### src/rtl/timebase_counter_if.sv
// Control/status bundle of the timebase counter: run controls and load
// request from the master, registered count and pulses from the counter.
interface timebase_counter_if #(
    parameter int W = 10
);
    logic         en;
    logic         down;
    logic         clear;
    logic         load;
    logic [W-1:0] load_val;
    logic [W-1:0] count;
    logic         tick;
    logic         carry;
    logic         load_err;

    modport master (
        output en, down, clear, load, load_val,
        input  count, tick, carry, load_err
    );

    modport slave (
        input  en, down, clear, load, load_val,
        output count, tick, carry, load_err
    );
endinterface

### src/rtl/timebase_counter.sv
// Prescaled modulo up/down counter: a DIV-cycle prescaler produces a tick,
// and each tick steps a modulo-MOD counter whose wrap raises carry.
module timebase_counter #(
    parameter int DIV = 100000,
    parameter int MOD = 1000,
    parameter int W   = 10
) (
    input  logic              clk,
    input  logic              reset,
    timebase_counter_if.slave bus
);
    localparam int           PW     = $clog2(DIV);
    localparam logic [PW-1:0] P_LAST = PW'(DIV - 1);
    localparam logic [W-1:0]  C_LAST = W'(MOD - 1);
    // One extra bit so MOD == 2**W still compares correctly
    localparam logic [W:0]    C_MOD  = (W + 1)'(MOD);

    logic [PW-1:0] p;
    logic [W-1:0]  count_q;
    logic          tick_q;
    logic          carry_q;
    logic          load_err_q;
    logic          load_ok;

    assign load_ok = ({1'b0, bus.load_val} < C_MOD);

    // Priority reset > clear > load > enabled step; direction is sampled
    // only on the stepping edge, so toggling it mid-interval leaves p alone.
    always_ff @(posedge clk) begin
        if (reset) begin
            p          <= '0;
            count_q    <= '0;
            tick_q     <= 1'b0;
            carry_q    <= 1'b0;
            load_err_q <= 1'b0;
        end else if (bus.clear) begin
            p       <= '0;
            count_q <= '0;
            tick_q  <= 1'b0;
            carry_q <= 1'b0;
        end else if (bus.load) begin
            p       <= '0;
            tick_q  <= 1'b0;
            carry_q <= 1'b0;
            if (load_ok) begin
                count_q <= bus.load_val;
            end else begin
                load_err_q <= 1'b1;
            end
        end else if (bus.en) begin
            if (p == P_LAST) begin
                p      <= '0;
                tick_q <= 1'b1;
                if (!bus.down) begin
                    if (count_q == C_LAST) begin
                        count_q <= '0;
                        carry_q <= 1'b1;
                    end else begin
                        count_q <= count_q + 1'b1;
                        carry_q <= 1'b0;
                    end
                end else begin
                    if (count_q == '0) begin
                        count_q <= C_LAST;
                        carry_q <= 1'b1;
                    end else begin
                        count_q <= count_q - 1'b1;
                        carry_q <= 1'b0;
                    end
                end
            end else begin
                p       <= p + 1'b1;
                tick_q  <= 1'b0;
                carry_q <= 1'b0;
            end
        end else begin
            tick_q  <= 1'b0;
            carry_q <= 1'b0;
        end
    end

    assign bus.count    = count_q;
    assign bus.tick     = tick_q;
    assign bus.carry    = carry_q;
    assign bus.load_err = load_err_q;
endmodule

### src/flat_wrapper.sv
// flat-port wrapper written by rule: the top's interface ports become plain ports
module timebase_counter_flat 
#(
    parameter int DIV = 100000,
    parameter int MOD = 1000,
    parameter int W   = 10
)
  (clk, reset, bus_en, bus_down, bus_clear, bus_load, bus_load_val, bus_count, bus_tick, bus_carry, bus_load_err);
  timebase_counter_if #(.W(W)) bus_i ();
  input  logic clk;
  input  logic reset;
  input wire logic [$bits(bus_i.en)-1:0] bus_en;
  input wire logic [$bits(bus_i.down)-1:0] bus_down;
  input wire logic [$bits(bus_i.clear)-1:0] bus_clear;
  input wire logic [$bits(bus_i.load)-1:0] bus_load;
  input wire logic [$bits(bus_i.load_val)-1:0] bus_load_val;
  output wire logic [$bits(bus_i.count)-1:0] bus_count;
  output wire logic [$bits(bus_i.tick)-1:0] bus_tick;
  output wire logic [$bits(bus_i.carry)-1:0] bus_carry;
  output wire logic [$bits(bus_i.load_err)-1:0] bus_load_err;
  assign bus_i.en = bus_en;
  assign bus_i.down = bus_down;
  assign bus_i.clear = bus_clear;
  assign bus_i.load = bus_load;
  assign bus_i.load_val = bus_load_val;
  assign bus_count = bus_i.count;
  assign bus_tick = bus_i.tick;
  assign bus_carry = bus_i.carry;
  assign bus_load_err = bus_i.load_err;
  timebase_counter #(.DIV(DIV), .MOD(MOD), .W(W)) u_core (.clk(clk), .reset(reset), .bus(bus_i));
endmodule
### config.mk
export PLATFORM = sky130hd
export DESIGN_NAME = timebase_counter_flat
export DESIGN_NICKNAME = d
export VERILOG_FILES = /design/src/rtl/timebase_counter_if.sv /design/src/rtl/timebase_counter.sv /design/src/flat_wrapper.sv
export SDC_FILE = /design/constraint.sdc
export NUM_CORES = 1
export LEC_CHECK = 0
export CORE_AREA = 4 4 61 63
export DETAILED_ROUTE_END_ITERATION = 8
export DIE_AREA = 0 0 65 67
export DONT_BUFFER_PORTS = 1
export PLACE_DENSITY = 0.76
export SKIP_LAST_GASP = 1
export SYNTH_ARGS = -nofsm -noshare
export SYNTH_HDL_FRONTEND = slang
export SYNTH_SLANG_ARGS = --single-unit
### constraint.sdc
create_clock -name clk -period 2.4 [get_ports clk]
set_clock_uncertainty 0.05 [all_clocks]
set_input_delay 0.24 -clock clk [delete_from_list [all_inputs] [get_ports clk]]
set_output_delay 0.24 -clock clk [all_outputs]
set_load 0.05 [all_outputs]
# Yosys cells after proc, flatten, opt, wreduce, memory -nomap -nowiden
# Cells that the tools add are included.
[totals]
register_bits = 30
latch_bits = 0
mem_bits_rw = 0
rom_bits = 0
in_bits = 16
elab_cells = 37
mem_count = 0
[classes]
add_sub_neg = 3
n_mul = 0
div_mod_pow = 0
magnitude_cmp = 1
n_eq_ne = 3
shift = 0
n_mux = 12
n_bitwise = 4
n_reduce_logical = 9
[op_table]
columns = ["op", "n"]
rows = [
  ["2-to-1 mux 10 bit", 7],
  ["adder 17 x 1 -> 17 bit, second input constant", 1],
  ["equality test 17 bit, second input constant", 1],
  ["2-to-1 mux 17 bit", 1],
  ["adder 10 x 1 -> 10 bit, second input constant", 1],
  ["equality test 10 bit, second input constant", 1],
  ["logical NOT 10 bit", 1],
  ["< comparator 10 bit, second input constant", 1],
  ["subtractor 10 x 1 -> 10 bit, second input constant", 1],
  ["AND reduction 3 bit", 2],
  ["OR reduction 5 bit", 1],
  ["2-to-1 mux 1 bit", 4],
  ["inverter 1 bit", 4],
  ["nonzero test 2 bit", 2],
  ["OR reduction 4 bit", 1],
  ["OR reduction 3 bit", 1],
  ["!= test 2 x 1 -> 1 bit, second input constant", 1],
  ["OR reduction 2 bit", 1],
]

# Depth between registers and ports, before layout
# Gate-level depths: netlist (run 1).
[logic_depth]
depth_word = 6
depth_mapped = 7

# Worst setup path after synthesis (run 1)
# OpenSTA, ideal clock, no wires.
[synth_timing]
kind = "register -> register"
startpoint = "register u_core.count_q[6] (netlist: u_core.bus.count[6])"
endpoint = "register u_core.count_q[5] (netlist: u_core.bus.count[5])"
arrival_ns = 1.944
required_time_ns = 2.275
setup_slack_ns = 0.332
stages_incl_launch_ff = 7
path_buffers = 1
synth_period_minus_slack_ns = 2.068
cell_sequence = "dfxtp_1 > buf_6 > or4_4 > o41a_1 > o211ai_1 > o211ai_1 > o22ai_1"
[synth_via]
elab_chain_cells = 6
elab_cells_between_ends = 8
classes_between = "eq/ne: 1; mux: 6; reduce/logical: 1"
[synth_lines]
columns = ["item", "line_no", "rtl"]
rows = [
  ["start, declared", "timebase_counter.sv:19", "logic [W-1:0] count_q;"],
  ["start signal, assigned", "timebase_counter.sv:46", "count_q <= bus.load_val;"],
  ["start signal, assigned", "timebase_counter.sv:59", "count_q <= count_q + 1'b1;"],
  ["start signal, assigned", "timebase_counter.sv:67", "count_q <= count_q - 1'b1;"],
  ["equality test 10 bit / logical NOT 10 bit (equally long branches)", "timebase_counter.sv:55, timebase_counter.sv:63", ""],
  ["2-to-1 mux 10 bit, on equally long branches", "timebase_counter.sv:55, timebase_counter.sv:63", ""],
  ["2-to-1 mux 10 bit (*)", "timebase_counter.sv:54", "if (!bus.down) begin"],
  ["2-to-1 mux 10 bit (*)", "timebase_counter.sv:51", "if (p == P_LAST) begin"],
  ["2-to-1 mux 10 bit (*)", "timebase_counter.sv:50", "end else if (bus.en) begin"],
  ["2-to-1 mux 10 bit (*)", "timebase_counter.sv:41", "end else if (bus.load) begin"],
]
# Mark *: on every way between the ends. The rest lies on a longest branch, timed or not. The select of a mux whose other input is x is not followed.
# A chain may end at the register's enable or synchronous reset.

# Final worst setup path (run 1)
[layout_timing]
startpoint = "register u_core.count_q[3] (netlist: u_core.bus.count[3])"
endpoint = "register u_core.count_q[1] (netlist: u_core.bus.count[1])"
# Same word-level chain as after synthesis.

==> flow_summary.json, run 1 <==
{
  "status": "complete, no violations",
  "tightest_slew_ns": 0.564,
  "worstSetupPathType": "flop to flop",
  "dp_worst_setup_slack_ns": 0.424,
  "yosysSeqAreaShare": 0.312,
  "p_per_area_nw_per_um2": 502,
  "worstPathRequired_ns": 2.61,
  "period_needed_ns": 1.97,
  "crit_family": "compound AO/OA/AOI/OAI gates",
  "cts_made_buffers": 5,
  "synthesis.nets": 257,
  "diodes": 0,
  "fin_setup_tns_ns": 0,
  "cp_cell_sequence": "or3_2 > o41a_1 > o211ai_2 > nand4_1 > a21oi_1",
  "netlist-cell-type-count": 60,
  "critPathArrivalTime_ns": 2.18,
  "fin_nets": 272,
  "cp-end-kind": "flop",
  "grt_pass1_wl_um": 7980,
  "track_usage": 0.239,
  "detail_route.wl_per_cell_um": 15.7,
  "htree_num_levels": 2,
  "min_period_over_period": 0.822,
  "synth_edf_count": 0,
  "yosysWarnings": 0,
  "portBuffers": 0,
  "hold_violations": 0,
  "clock-sinks": 30,
  "hp-class": "input pin to flop",
  "ys.flop_type": "dfxtp_1",
  "drive_gt1_frac": 0.150,
  "cts_setup_buffers": 0,
  "antenna_found_initial": 0,
  "max_slew_margin": 0.621,
  "vias": 1862,
  "first_pass_iters": 4,
  "wirelength_met1_um": 2010,
  "worstHoldStart": "bus_en",
  "clock-root-buffer": "clkbuf_4",
  "place_congestion": 0.991,
  "num_rows": 21,
  "cp_slowest_cell": "or3_2",
  "post-dp-hpwl_um": 3600,
  "die_h_um": 67,
  "avgSynthCellArea_um2": 8.10,
  "max_stage_delay_ns": 0.53,
  "core-area_um2": 3230,
  "drtIter0Drc": 208,
  "final_util": 0.659,
  "async_flop_share": 0,
  "cts.clk_slew.worst_paths_ns": 0.10,
  "final.hold.worst_slack_ns": 0.0165,
  "clk_path_buf_depth": 2,
  "syn_area_um2": 1930,
  "die_width_um": 65,
  "ant_nets": 0,
  "synth_seq_cells": 30,
  "cp_max_fo": 14,
  "worstReg2RegStart": "u_core.bus.count[3]",
  "rsz0062_at_grt": "false",
  "io_pins": 29,
  "met3_length_um": 167,
  "grt_max_degree": 18,
  "wl_met2_um": 2400,
  "crit_path_start": "u_core.bus.count[3]",
  "dr.max_layer_used": "met4",
  "area.growth.synth_to_final_pct": 10.6,
  "die_area_um2": 4360,
  "cap_violations": 0,
  "grt_pass1_vias": 1732,
  "drc_errors": 0,
  "p_leak_nw": 0.715,
  "drt-total-wl_um": 4710,
  "clock_latency_ns": 0.33,
  "max_freq_mhz": 507,
  "irDropWorstVdd_mv": 0.336,
  "avgViaCountPerCell": 6.21,
  "layout_setup_ws_ns": 0.428,
  "initial_core_util": 0.596,
  "power_mw": 1.07,
  "grt-ovfl-total": 0,
  "cts_tree": "yes",
  "drv_slew": 0,
  "start_kind": "flop",
  "path_buf_inv": 0,
  "finalSetupViolCount": 0,
  "postSynthCellCount": 238
}
==> metrics by stage <==
stage                     area, um2  std cells
after detailed placement       2020        289
after floorplan                1930        238
final                          2130        300
after global routing           2130        300
after CTS                      2130        300
after global placement         2020        289
==> cell type report <==
cell class / count / area [um2]
Multi-Input combinational cell: 189 / 1210
Inverter: 7 / 26.3
Fill cell: 284 / 1100
Clock buffer: 8 / 78.8
Sequential cell: 30 / 601
Timing Repair Buffer: 20 / 158
Tap cell: 46 / 57.6
==> kinds of logic (layout without fill, tap and decap cells) <==
logic type / after synthesis / in the layout / synth area share
buffers and inverters: 19 / 35 / 0.0604
AOI/OAI and AO/OA: 54 / 54 / 0.214
xor gates and xnor gates: 18 / 18 / 0.0818
and+or+nand+nor: 113 / 113 / 0.308
adders and majority gates: 3 / 3 / 0.0195
muxes: 1 / 1 / 0.00520
DFF: 30 / 30 / 0.312
==> synth_stat cells (all sizes together) (3+ instances only) <==
library cell	count	share of area
nor4	3	0.0097
nand2	20	0.039
dfxtp	30	0.31
xnor2	8	0.036
buf	3	0.012
inv	7	0.014
xor2	10	0.045
nand2b	4	0.013
ha	3	0.019
o211ai	5	0.022
nand4	11	0.036
nor3	7	0.018
clkbuf	9	0.034
and3	6	0.021
nand3	10	0.026
o21ai	5	0.013
a31oi	3	0.0097
a21oi	8	0.021
o22ai	6	0.019
nor2	34	0.066
a211oi	3	0.012
o2111ai	7	0.035
==> metal layers <==
layer,up-vias,global-route usage
met4,0,0.100
met1,883,0.275
li1,921,-
met2,47,0.430
met3,11,0.0438
met5,-,0
==> where the power goes <==
group	switching (mW)	total, mW	internal, mW
registers	0.0153	0.521	0.505
clock network	0.174	0.374	0.200
logic	0.104	0.176	0.0723
total	0.293	1.07	0.778
==> timing repair <==
| action | CTS | global route |
|---|---|---|
| resized for setup | 0 | 0 |
| hold endpoints to repair | 3 | 0 |
| hold buffers | 3 | 0 |
==> path summary, 6_finish.rpt <==
path	end	slack (ns)	cells past startpoint
worst max-delay path	u_core.bus.count[1]	0.43	5
worst min-delay path	u_core.p[1]	0.02	2
worst max register to register	u_core.bus.count[1]	0.43	5
worst min register to register	u_core.p[16]	0.47	2
==> registers in the layout, summed over array words and instances, names as in the netlist <==
| register | cells |
|---|---|
| u_core.bus.count | 10 |
| u_core.p | 17 |
| u_core.bus.load_err | 1 |
| u_core.bus.carry | 1 |
| u_core.bus.tick | 1 |
==> placed cells by master, fill, tap and decap left out, types with 3 or more instances in the layout <==
cell / count
xor2_1: 10
nor2_1: 34
ha_1: 3
o211ai_1: 4
a21oi_1: 8
dlygate4sd3_1: 3
a211oi_1: 3
o21ai_0: 4
clkbuf_4: 5
and3_1: 4
nor3_1: 7
nand2b_1: 4
dfxtp_1: 30
nand2_1: 20
clkbuf_8: 3
nand3_1: 10
o2111ai_1: 6
xnor2_1: 8
o22ai_1: 6
nand4_1: 11
buf_4: 17
a31oi_1: 3
inv_1: 7
nor4_1: 3
No activity file was read; power rests on OpenSTA's default activity.
==> inputs of run 2 (changes only) <==
Settings changed: CORE_AREA 4 4 61 63 to 4 4 64 66, DIE_AREA 0 0 65 67 to 0 0 68 70, PLACE_DENSITY 0.76 to 0.72.
Clock period 2.4 ns to 1.8 ns, I/O delays scaled along.
==> run 2 against run 1 <==
The flow now finishes with violations (setup timing). Routed wire length grew 15%. Critical path depth unchanged. Worst hold slack better by 0.0026 ns. Fmax increased by 8.3%. Sequential cell count unchanged. Design area is 12% higher. Largest power group unchanged. Die area up 9.3%. Total power up 30%. Sequential power is 31% higher. Clock power grew 13%. First-iteration DRC count is 12% higher. Combinational power is 64% higher.
==> flow_summary.json, run 2 (synthesis results as in run 1) <==
{
  "clk_path_buf_depth": 2,
  "crit_family": "compound AO/OA/AOI/OAI gates",
  "clock-root-buffer": "clkbuf_4",
  "cp_cell_sequence": "or4_4 > o41a_1 > o211ai_1 > o211ai_1 > o22ai_1",
  "power_mw": 1.39,
  "post-dp-hpwl_um": 3850,
  "worstReg2RegStart": "u_core.bus.count[6]",
  "max_stage_delay_ns": 0.54,
  "p_per_area_nw_per_um2": 582,
  "rsz0062_at_grt": "true",
  "cp-end-kind": "flop",
  "portBuffers": 0,
  "start_kind": "flop",
  "worstPathRequired_ns": 1.99,
  "max_freq_mhz": 549,
  "drc_errors": 0,
  "irDropWorstVdd_mv": 0.406,
  "hp-class": "input pin to flop",
  "clock_latency_ns": 0.34,
  "crit_path_start": "u_core.bus.count[6]",
  "die_h_um": 70,
  "final_cell_mix": "buf_4, nor2_1, nand2_1",
  "initial_core_util": 0.538,
  "max_slew_margin": 0.662,
  "cts.clk_slew.worst_paths_ns": 0.11,
  "clock-sinks": 30,
  "largest_reg_flops": 17,
  "period_needed_ns": 1.82,
  "detail_route.wl_per_cell_um": 16.6,
  "cp_slowest_cell": "or4_4",
  "min_period_over_period": 1.01,
  "ant_nets": 0,
  "core-area_um2": 3580,
  "grt_pass1_wl_um": 8800,
  "vias": 1990,
  "worstSetupPathType": "flop to flop",
  "grt_pass1_vias": 1880,
  "status": "complete, but fails checks",
  "first_pass_iters": 4,
  "drtIter0Drc": 232,
  "finalSetupViolCount": 1,
  "path_buf_inv": 0,
  "die_width_um": 68,
  "max_flop_register": "u_core.p",
  "io_pins": 29,
  "cts_tree": "yes",
  "cts_made_buffers": 5,
  "fin_setup_tns_ns": -0.0210,
  "num_rows": 22,
  "avgViaCountPerCell": 6.10,
  "drive_gt1_frac": 0.284,
  "cpMostUsedCell": "o211ai_1",
  "place_congestion": 0.965,
  "fillCellCount": 313,
  "cp_max_fo": 4,
  "die_area_um2": 4760,
  "fin_nets": 296,
  "drt-total-wl_um": 5420,
  "htree_num_levels": 2,
  "worstHoldStart": "bus_load_val[4]",
  "final_common_cell": "buf_4",
  "tightest_slew_ns": 0.507,
  "layout_setup_ws_ns": -0.0210,
  "diodes": 0,
  "cap_violations": 0,
  "critPathArrivalTime_ns": 2.01,
  "grt-ovfl-total": 0,
  "hold_violations": 0,
  "antenna_found_initial": 0,
  "drv_slew": 0,
  "track_usage": 0.238,
  "p_leak_nw": 0.847,
  "area.growth.synth_to_final_pct": 24.3,
  "violations": "setup timing",
  "grt_max_degree": 18
}
-- run 2: layer usage --
metal  GRT usage  part of all wire  vias to the layer above
met3      0.0659             0.072                       19
met1       0.271              0.38                      928
li1            -                 -                      960
met5           0                 0                        -
met4       0.102             0.027                        0
met2       0.405              0.53                       83
-- run 2: where the power goes --
part           switching (mW)  internal [mW]
clock                   0.233          0.189
combinational           0.162          0.127
sequential             0.0128          0.672
-- run 2: repair_timing --
action                     4_1_cts  5_1_grt
hold buffers                     6        0
setup endpoints to repair        2       27
hold endpoints to repair         9        0
gates resized for setup          1       14
setup buffers                    0        3
pin swaps                        0        2
-- run 2: final timing paths --
kind                            slack [ns]  depth (start not counted)                   to
worst min-delay path                  0.02                          2  u_core.bus.count[4]
worst min register to register        0.46                          2         u_core.p[16]
worst max register to register       -0.02                          5  u_core.bus.count[5]
worst max-delay path                 -0.02                          5  u_core.bus.count[5]
-- run 2: cell type report --
type | instances | area (um2) | area share
Multi-Input combinational cell | 189 | 1270 | 0.529
Clock buffer | 7 | 55.1 | 0.0230
Clock inverter | 1 | 5.00 | 0.00209
Sequential cell | 30 | 624 | 0.261
Timing Repair Buffer | 44 | 358 | 0.149
Tap cell | 48 | 60.1 | 0.0251
Inverter | 7 | 26.3 | 0.0110
-- run 2: worst register-to-register path, cell delays in order, from the launching register on --
cell      delay (ns)
dfxtp_4         0.35
or4_4           0.54
o41a_1          0.40
o211ai_1        0.12
o211ai_1        0.11
o22ai_1         0.17
-- run 2: stage by stage --
| stage | utilization | worst slack, ns | area (um2) | std cells | hold slack (ns) |
|---|---|---|---|---|---|
| after CTS | 0.648 | -0.0142 | 2320 | 323 | 0.0120 |
| after global placement | 0.613 | -0.0346 | 2190 | 309 | 0.206 |
| after detailed placement | 0.613 | -0.0391 | 2190 | 309 | 0.209 |
| after floorplan | - | -0.0739 | 1970 | 238 | 0.202 |
| after global routing | 0.669 | -0.0442 | 2390 | 326 | 0.0377 |
| final | 0.669 | -0.0210 | 2390 | 326 | 0.0191 |
